$ cat config.mk
export PLATFORM = sky130hd
export DESIGN_NAME = spi_flash_responder
export DESIGN_NICKNAME = d
export VERILOG_FILES = /design/src/rtl/spi_flash_responder_pkg.sv /design/src/rtl/spi_sync_edge.sv /design/src/rtl/spi_flash_responder.sv
export SDC_FILE = /design/constraint.sdc
export NUM_CORES = 1
export LEC_CHECK = 0
export BUFFER_PORTS_ARGS = -buffer_cell sky130_fd_sc_hd__clkbuf_2
export CORE_UTILIZATION = 40
export CTS_BUF_LIST = sky130_fd_sc_hd__clkbuf_2 sky130_fd_sc_hd__clkbuf_4 sky130_fd_sc_hd__clkbuf_8
export DETAILED_ROUTE_END_ITERATION = 6
export GPL_ROUTABILITY_DRIVEN = 0
export GPL_TIMING_DRIVEN = 0
export PLACE_DENSITY_LB_ADDON = 0.08
export RECOVER_POWER = 100
export SLEW_MARGIN = 20
export SYNTH_ARGS = -nofsm -noshare
export SYNTH_HDL_FRONTEND = slang
export SYNTH_SLANG_ARGS = --single-unit
$ cat constraint.sdc
create_clock -name sys_clk -period 5.32 [get_ports sys_clk]
set_input_delay 0 -clock sys_clk [delete_from_list [all_inputs] [get_ports sys_clk]]
set_output_delay 0 -clock sys_clk [all_outputs]
set_load 0.05 [all_outputs]
$ cat src/rtl/spi_flash_responder_pkg.sv
// Shared opcodes, FSM encoding and status-byte helper for the SPI flash responder.
package spi_flash_responder_pkg;

    localparam logic [7:0] OP_WREN = 8'h06;
    localparam logic [7:0] OP_WRDI = 8'h04;
    localparam logic [7:0] OP_RDSR = 8'h05;
    localparam logic [7:0] OP_READ = 8'h03;
    localparam logic [7:0] OP_SE   = 8'hD8;
    localparam logic [7:0] OP_BE   = 8'hC7;

    typedef enum logic [2:0] {
        ST_IDLE,
        ST_OPCODE,
        ST_ADDR,
        ST_DATA_OUT,
        ST_IGNORE
    } state_t;

    function automatic logic [7:0] status_byte(input logic wel, input logic wip);
        return {6'b0, wel, wip};
    endfunction

endpackage

$ cat src/rtl/spi_sync_edge.sv
// Two-flop synchroniser for an asynchronous SPI pin, with rise/fall pulses
// derived from the synchronised level.
module spi_sync_edge #(
    parameter logic RST_VAL = 1'b0
) (
    input  logic clk,
    input  logic rst,
    input  logic din,
    output logic sync,
    output logic rise,
    output logic fall
);

    logic [2:0] pipe;

    always_ff @(posedge clk) begin
        if (rst) begin
            pipe <= {3{RST_VAL}};
        end else begin
            pipe <= {pipe[1:0], din};
        end
    end

    assign sync = pipe[1];
    assign rise = pipe[1] & ~pipe[2];
    assign fall = ~pipe[1] & pipe[2];

endmodule

$ cat src/rtl/spi_flash_responder.sv
// SPI mode-0 flash command responder: decodes WREN/WRDI/RDSR/READ/SE/BE,
// keeps the WEL/WIP status bits and times erases with a down-counter.
//
// state       | meaning
// ST_IDLE     | cs_n high, waiting for select
// ST_OPCODE   | shifting in the first byte
// ST_ADDR     | collecting 3 address bytes (READ, SE)
// ST_DATA_OUT | driving status or read data on miso
// ST_IGNORE   | opcode known, further bits only counted
module spi_flash_responder
    import spi_flash_responder_pkg::*;
#(
    parameter int unsigned BE_CYCLES = 1000,
    parameter int unsigned SE_CYCLES = 200
) (
    input  logic        sys_clk,
    input  logic        sys_rst,
    input  logic        sck,
    input  logic        cs_n,
    input  logic        mosi,
    output logic        miso,
    output logic        cmd_valid,
    output logic [7:0]  cmd_op,
    output logic [23:0] cmd_addr,
    output logic        wip,
    output logic        wel
);

    logic        sck_level_unused;
    logic        sck_rise, sck_fall;
    logic        cs_s, cs_rise, cs_fall;
    logic [1:0]  mosi_pipe;
    logic        mosi_s;

    state_t      state, state_nxt;
    logic [6:0]  rx_shift;
    logic [2:0]  bit_cnt, byte_cnt;
    logic [7:0]  opcode;
    logic [23:0] addr;
    logic [7:0]  tx_shift;
    logic        miso_q;
    logic [31:0] busy_cnt;

    logic        shift_en, fall_en, byte_done;
    logic [7:0]  rx_byte, tx_byte, op_accept;
    logic        exact8, exact32;
    logic        exec_wren, exec_wrdi, exec_be, exec_se, read_start;

    spi_sync_edge #(.RST_VAL(1'b0)) u_sck_sync (
        .clk  (sys_clk),
        .rst  (sys_rst),
        .din  (sck),
        .sync (sck_level_unused),
        .rise (sck_rise),
        .fall (sck_fall)
    );

    spi_sync_edge #(.RST_VAL(1'b1)) u_cs_sync (
        .clk  (sys_clk),
        .rst  (sys_rst),
        .din  (cs_n),
        .sync (cs_s),
        .rise (cs_rise),
        .fall (cs_fall)
    );

    always_ff @(posedge sys_clk) begin
        if (sys_rst) begin
            mosi_pipe <= 2'b00;
        end else begin
            mosi_pipe <= {mosi_pipe[0], mosi};
        end
    end
    assign mosi_s = mosi_pipe[1];

    assign shift_en  = sck_rise & ~cs_s;
    assign fall_en   = sck_fall & ~cs_s;
    assign rx_byte   = {rx_shift, mosi_s};
    assign byte_done = shift_en && (bit_cnt == 3'd7);
    assign tx_byte   = (opcode == OP_RDSR) ? status_byte(wel, wip) : addr[7:0];

    // While an erase runs only RDSR survives; anything else becomes a no-op opcode.
    assign op_accept = (wip && (rx_byte != OP_RDSR)) ? 8'h00 : rx_byte;

    assign exact8     = (byte_cnt == 3'd1) && (bit_cnt == 3'd0);
    assign exact32    = (byte_cnt == 3'd4) && (bit_cnt == 3'd0);
    assign exec_wren  = cs_rise && (opcode == OP_WREN) && exact8;
    assign exec_wrdi  = cs_rise && (opcode == OP_WRDI) && exact8;
    assign exec_be    = cs_rise && (opcode == OP_BE) && exact8 && wel;
    assign exec_se    = cs_rise && (opcode == OP_SE) && exact32 && wel;
    assign read_start = byte_done && (state == ST_ADDR) && (byte_cnt == 3'd3)
                        && (opcode == OP_READ);

    always_comb begin
        state_nxt = state;
        if (cs_rise) begin
            state_nxt = ST_IDLE;
        end else begin
            case (state)
                ST_IDLE: begin
                    if (cs_fall) state_nxt = ST_OPCODE;
                end
                ST_OPCODE: begin
                    if (byte_done) begin
                        case (op_accept)
                            OP_SE, OP_READ: state_nxt = ST_ADDR;
                            OP_RDSR:        state_nxt = ST_DATA_OUT;
                            default:        state_nxt = ST_IGNORE;
                        endcase
                    end
                end
                ST_ADDR: begin
                    if (byte_done && (byte_cnt == 3'd3)) begin
                        state_nxt = (opcode == OP_READ) ? ST_DATA_OUT : ST_IGNORE;
                    end
                end
                default: state_nxt = state;
            endcase
        end
    end

    always_ff @(posedge sys_clk) begin
        if (sys_rst) begin
            state     <= ST_IDLE;
            rx_shift  <= '0;
            bit_cnt   <= '0;
            byte_cnt  <= '0;
            opcode    <= '0;
            addr      <= '0;
            tx_shift  <= '0;
            miso_q    <= 1'b0;
            busy_cnt  <= '0;
            cmd_valid <= 1'b0;
            cmd_op    <= '0;
            cmd_addr  <= '0;
            wip       <= 1'b0;
            wel       <= 1'b0;
        end else begin
            state     <= state_nxt;
            cmd_valid <= 1'b0;

            if (cs_fall) begin
                rx_shift <= '0;
                bit_cnt  <= '0;
                byte_cnt <= '0;
                opcode   <= '0;
                addr     <= '0;
            end else if (shift_en) begin
                rx_shift <= rx_byte[6:0];
                bit_cnt  <= bit_cnt + 3'd1;
                // Saturating byte count is enough to tell exact 8/32-bit frames apart.
                if (byte_done && (byte_cnt != 3'd7)) byte_cnt <= byte_cnt + 3'd1;
                if (byte_done && (state == ST_OPCODE)) opcode <= op_accept;
                if (byte_done && (state == ST_ADDR)) addr <= {addr[15:0], rx_byte};
            end

            if (fall_en) begin
                if (state == ST_DATA_OUT) begin
                    if (bit_cnt == 3'd0) begin
                        miso_q   <= tx_byte[7];
                        tx_shift <= {tx_byte[6:0], 1'b0};
                        if (opcode == OP_READ) addr <= addr + 24'd1;
                    end else begin
                        miso_q   <= tx_shift[7];
                        tx_shift <= {tx_shift[6:0], 1'b0};
                    end
                end else begin
                    miso_q <= 1'b0;
                end
            end

            if (exec_wren || exec_wrdi || exec_be || exec_se) begin
                cmd_valid <= 1'b1;
                cmd_op    <= opcode;
                cmd_addr  <= exec_se ? addr : 24'd0;
            end else if (read_start) begin
                cmd_valid <= 1'b1;
                cmd_op    <= OP_READ;
                cmd_addr  <= {addr[15:0], rx_byte};
            end

            if (exec_wren) begin
                wel <= 1'b1;
            end else if (exec_wrdi || exec_be || exec_se) begin
                wel <= 1'b0;
            end

            // Busy timer: wip drops on the edge where the count hits zero.
            if (exec_be) begin
                busy_cnt <= BE_CYCLES;
                wip      <= (BE_CYCLES != 0);
            end else if (exec_se) begin
                busy_cnt <= SE_CYCLES;
                wip      <= (SE_CYCLES != 0);
            end else if (wip) begin
                busy_cnt <= busy_cnt - 32'd1;
                if (busy_cnt == 32'd1) wip <= 1'b0;
            end
        end
    end

    assign miso = miso_q & ~cs_s & (state == ST_DATA_OUT);

endmodule

# Word-level counts from Yosys, hierarchy flattened

Cells that the tools add are included.

Flip-flop bits (word level): 132
Output and inout bits: 36
Input port bits: 5
Word-level logic and storage cells: 129

$add $sub $neg: 4
Equal/unequal tests: 22
Bitwise operators: 12
Reduce and logical (&&, ||, !) cells: 39
Muxes and demuxes: 34

Operators with widths:

| cell                  | number |
|---|---|
| $mux 24               | 10 |
| $mux 8                | 5 |
| $eq 32x1->1 const B   | 1 |
| $eq 8x3->1 const B    | 4 |
| $sub 32x1->32 const B | 1 |
| $mux 10               | 3 |
| $add 24x1->24 const B | 1 |
| $eq 8x8->1 const B    | 3 |
| $logic_and 1x1->1     | 20 |
| $eq 8x2->1 const B    | 2 |
| $mux 3                | 4 |
| $mux 1                | 10 |
| $eq 3x2->1 const B    | 3 |
| $pmux 3 s3            | 1 |
| $and 1x1->1           | 8 |
| $ne 8x3->1 const B    | 1 |
| $add 3x1->3 const B   | 2 |
| $eq 3x1->1 const B    | 2 |
| $eq 3x3->1 const B    | 2 |
| $logic_not 3->1       | 2 |
| $pmux 3 s2            | 1 |
| $reduce_and 2->1      | 3 |
| $reduce_bool 3->1     | 2 |
| $reduce_or 2->1       | 3 |
| other kinds (8)       | 17 |

# Logic depth before layout (Yosys ltp)

Depth in word-level cells: 12
Mapped depth: 9
Depth with buffers taken out: 7

# Hierarchy

From an unflattened synthesis, not the netlist that was laid out.

Cell total of the unflattened synthesis: 791
Area total of the unflattened synthesis: 6840.3 um2

By module, submodules not included:

| module                     | instances | area each (um2) | seq. area each (um2) | cells each |
|---|---|---|---|---|
| spi_flash_responder        | 1         | 6656.4          | 2502.4               | 775 |
| spi_sync_edge (u_cs_sync)  | 1         | 92.6            | 60.1                 | 8 |
| spi_sync_edge (u_sck_sync) | 1         | 91.3            | 60.1                 | 8 |

# Worst setup path after synthesis

Ideal clock, no wire load.

Path kind: reg2reg
From: register byte_cnt[0]
To: register cmd_addr[10]
Path buffers: 2
Arrival: 1.967 ns
Data required time: 5.248 ns
Slack: 3.282 ns
Library setup time: 0.072 ns
Period minus slack after synthesis: 2.038 ns
Cell stages (with the launch flop): 9
Cells stage by stage: dfxtp_1 -> ha_1 -> nor4bb_1 -> nand3_1 -> a21o_1 -> buf_2 -> nand2_1 -> buf_2 -> a2bb2oi_1

Cells in the longest elaborated chain, start to end: 7
Elaborated cells between the ends (all ways): 19
Those cells by class: eq/ne (3); mux (2); reduce/logical (14)

Ends and longest elaborated chain:

| element                                                      | line                                                                            | text |
|---|---|---|
| start: declaration                                           | spi_flash_responder.sv:37                                                       | `logic [2:0] bit_cnt, byte_cnt;` |
| start signal: assignment                                     | spi_flash_responder.sv:152                                                      | `if (byte_done && (byte_cnt != 3'd7)) byte_cnt <= byte_cnt + 3'd1;` |
| $eq 3x1->1                                                   | spi_flash_responder.sv:85                                                       | `assign exact8 = (byte_cnt == 3'd1) && (bit_cnt == 3'd0);` |
| $logic_and 1x1->1                                            | spi_flash_responder.sv:85                                                       |  |
| $logic_and 1x1->1 (on tied branches)                         | spi_flash_responder.sv:87, spi_flash_responder.sv:88, spi_flash_responder.sv:89 |  |
| $logic_or 1x1->1 / $logic_and 1x1->1 (equally long branches) | spi_flash_responder.sv:172, spi_flash_responder.sv:89                           |  |
| $logic_or 1x1->1 (2 in series)                               | spi_flash_responder.sv:172                                                      | `if (exec_wren \|\| exec_wrdi \|\| exec_be \|\| exec_se) begin` |
| $mux 24 / $reduce_bool 2->1 (equally long branches)          | --                                                                              |  |
| end signal: assignment                                       | spi_flash_responder.sv:175                                                      | `cmd_addr <= exec_se ? addr : 24'd0;` |
| end signal: assignment                                       | spi_flash_responder.sv:179                                                      | `cmd_addr <= {addr[15:0], rx_byte};` |
| end: declaration                                             | spi_flash_responder.sv:24                                                       | `output logic [23:0] cmd_addr,` |

Several ways; a longest one is shown, not always the timed one.
A chain may end at the register's enable or synchronous reset.

# Worst setup path in the final report

From: register opcode[4]
To: register addr[7]

Cells in the longest elaborated chain, start to end: 5

Ends and longest elaborated chain:

| element                  | line                       | text |
|---|---|---|
| start: declaration       | spi_flash_responder.sv:38  | `logic [7:0] opcode;` |
| start signal: assignment | spi_flash_responder.sv:153 | `if (byte_done && (state == ST_OPCODE)) opcode <= op_accept;` |
| $eq 8x2->1               | spi_flash_responder.sv:162 | `if (opcode == OP_READ) addr <= addr + 24'd1;` |
| $mux 24                  | spi_flash_responder.sv:162 |  |
| $mux 24                  | spi_flash_responder.sv:159 | `if (bit_cnt == 3'd0) begin` |
| $mux 24                  | spi_flash_responder.sv:158 | `if (state == ST_DATA_OUT) begin` |
| $mux 24                  | spi_flash_responder.sv:157 | `if (fall_en) begin` |
| end signal: assignment   | spi_flash_responder.sv:154 | `if (byte_done && (state == ST_ADDR)) addr <= {addr[15:0], rx_byte};` |
| end signal: assignment   | spi_flash_responder.sv:162 |  |
| end: declaration         | spi_flash_responder.sv:39  | `logic [23:0] addr;` |

No other way between the ends.

==> flow_metrics.tcl <==
set metrics [dict create \
    initial_utilization_pct 41.6 \
    r2r-start "opcode[4]$_SDFFE_PP0P_" \
    timing.setup.tns_ns 0 \
    cp.required_ns 5.71 \
    slew_headroom_pct 3.13 \
    cts_tree "yes" \
    placementRows 45 \
    drt_wl_total_mm 17.9 \
    overflow 0 \
    area_delta_synth_final_pct 13.3 \
    setup_viol 0 \
    synth_fp_nets 754 \
    placed_area_mm2 0.00689 \
    path_class "register to register" \
    synth_ff_type "dfxtp_1" \
    dieArea_mm2 0.0166 \
    portBuffers 40 \
    grt_pass1_wl_mm 29.1 \
    drc 0 \
    ys_ff_latch 131 \
    die_y_um 129 \
    ctsRootBufferMaster "clkbuf_8" \
    power_mw 2.03 \
    path_max_fanout 10 \
    final_area_mm2 0.00728 \
    numClockSinks 131 \
    max_freq_mhz 327 \
    cts_resized 0 \
    cts_buffer_depth 2 \
    die_w_um 129 \
    ant_nets 0 \
    holdCritPathClass "primary input to register" \
    core-area_mm2 0.0154 \
    drt_iter0_markers 353 \
    yosys_warnings 0 \
    min_period_ns 3.06 \
    ctsHoldBuffers 3 \
    rsz0062_at_grt "no" \
    period_share_pct 57.5 \
    antenna_found_initial 0 \
    clk_pin_slew_ns 0.08 \
    final_common_cell "dfxtp_1" \
    power_density_mw_per_mm2 279 \
    total_leakage_power_nw 2.49 \
    vias 5720 \
    htree_levels 4 \
    synth_edf_count 0 \
    syn-mean-instance-area_um2 8.70 \
    drtPass1Iterations 5 \
    vias_per_cell 5.59 \
    nNetsFinal 816 \
    status "finished clean" \
    worstMarginPinSlew_ns 1.44 \
    fin_skew_ns 0.0122 \
    min_from "sys_rst" \
    diodes 0 \
    cp-start-kind "register" \
    synth.distinct_cells 63 \
    worst_setup_path_end_kind "register" \
    gr-usage-all-layers_pct 22.8 \
    cts_buffers 17 \
    fin_util_pct 47.2 \
    grt_pass1_vias 5582 \
    post_route_cells_drive_above_1_share_pct 9.23 \
    ir_drop_mv 0.158 \
    dp_hpwl_mm 12.6 \
    async_flop_share_pct 0 \
    pre_cts_slack_ns 2.67 \
    clock_latency_ns 0.46 \
    syn_inst 738 \
    drv_cap 0 \
    startpoint "opcode[4]$_SDFFE_PP0P_" \
    io_pins 41 \
    post_cts_buffers 0 \
    yosysSeqAreaShare_pct 40.8 \
    fin_ws_ns 2.26 \
    slowest_delay_ns 0.80 \
    crit_chain "nor4_1 > nand2_1 > nor3_1 > clkbuf_1 > o21ai_0 > a21oi_1" \
    maxSlewViolCount 0 \
    crit_slowest_cell "nor4_1" \
    layout_common_cells "dfxtp_1 (131), nor2_1 (79), clkbuf_1 (78), nand2_1 (65), a21oi_1 (44)" \
    grt_max_degree 17 \
    worstPathArrival_ns 3.45 \
    synth_area_mm2 0.00642 \
    timing.final.hold_violations 0 \
    wl_per_cell_um 17.4 \
]
## final cells by class
type,instances,area (um2)
clock inverter,8,124
timing repair buffer,43,184
clock buffer,24,312
buffer,50,214
sequential,131,2620
multi-input combinational,542,3500
tap,211,264
inverter,15,56.3
fill,1593,8150
## state kept, by name, indices dropped and copies added (netlist names)
signal           count
wel                  1
cmd_addr            24
cmd_op               8
tx_shift             7
bit_cnt              3
state                3
wip                  1
byte_cnt             3
rx_shift             7
miso_q               1
mosi_pipe            2
opcode               8
u_sck_sync.pipe      3
addr                24
cmd_valid            1
busy_cnt            32
u_cs_sync.pipe       3
## power breakdown
group | switching [mW] | leakage [nW] | internal, mW
combinational | 0.0618 | 1.22 | 0.0382
clock | 0.399 | 0.219 | 0.528
sequential | 0.0117 | 1.06 | 0.990
total | 0.472 | 2.49 | 1.56
## Yosys cell counts, drive strengths merged, types with 2 or more instances
master / instances / area (um2)
a211oi: 3 / 22.5
a21o: 5 / 37.5
a21oi: 44 / 220
a221oi: 5 / 43.8
a22o: 6 / 52.6
a22oi: 11 / 82.6
a2bb2oi: 27 / 236
a31oi: 3 / 18.8
a41oi: 2 / 17.5
and3: 8 / 50.1
and4: 4 / 35.0
and4bb: 2 / 25.0
buf: 18 / 105
clkbuf: 32 / 120
dfxtp: 131 / 2620
ha: 11 / 138
inv: 15 / 56.3
mux2: 6 / 67.6
mux2i: 12 / 120
nand2: 65 / 244
nand2b: 7 / 43.8
nand3: 23 / 115
nand3b: 3 / 22.5
nand4: 14 / 87.6
nor2: 81 / 309
nor2b: 11 / 68.8
nor3: 18 / 101
nor3b: 12 / 90.1
nor4: 23 / 221
nor4b: 2 / 23.8
nor4bb: 3 / 30.0
o211ai: 24 / 180
o21ai: 18 / 90.1
o22ai: 3 / 18.8
o31a: 2 / 17.5
o31ai: 6 / 45.0
or2: 11 / 68.8
or3: 4 / 25.0
or3b: 2 / 17.5
or4: 5 / 41.3
xnor2: 36 / 315
xor2: 9 / 78.8
## final timing paths
path                                    to  slack, ns  cells past startpoint
max reg2reg             addr[7]$_SDFF_PP0_       2.26                      6
max                     addr[7]$_SDFF_PP0_       2.26                      6
min reg2reg   u_cs_sync.pipe[1]$_SDFF_PP1_       0.42                      1
min          u_sck_sync.pipe[2]$_SDFF_PP0_       0.18                      3
## worst max-delay path, delay by kind of cell (launching register included)
kind,cells,cell delay (ns)
DFF,1,0.36
AOI/OAI and AO/OA,2,0.31
and+or+nand+nor,3,1.87
buffers and inverters,1,0.46
## metrics by stage
| step | cells | hold slack, ns |
|---|---|---|
| 2_1_floorplan | 738 | 0.104 |
| 3_3_place_gp | 989 | 0.186 |
| 3_5_place_dp | 989 | 0.195 |
| 4_1_cts | 1024 | 0.0734 |
| 5_1_grt | 1024 | 0.237 |
| 6_report | 1024 | 0.184 |
## cells by family (layout without fill, tap and decap cells)
group           after synthesis  after routing  share of synthesized area [%]
simple gates                302            302                           25.8
buf+inv                      65            140                           4.38
flops                       131            131                           40.8
fa+ha+maj                    11             11                           2.14
compound gates              166            166                           17.8
xor+xnor                     45             45                           6.14
mux                          18             18                           2.92
## layer usage
layer	part of all wire [%]	up-vias	wire length, um	global-route usage (%)
met2	46	131	8140	36.9
met3	4.0	32	719	3.87
li1	-	2799	-	-
met4	2.1	0	372	8.93
met5	0	-	0	0
met1	48	2758	8630	30.2
(Power assumes the default switching activity.)
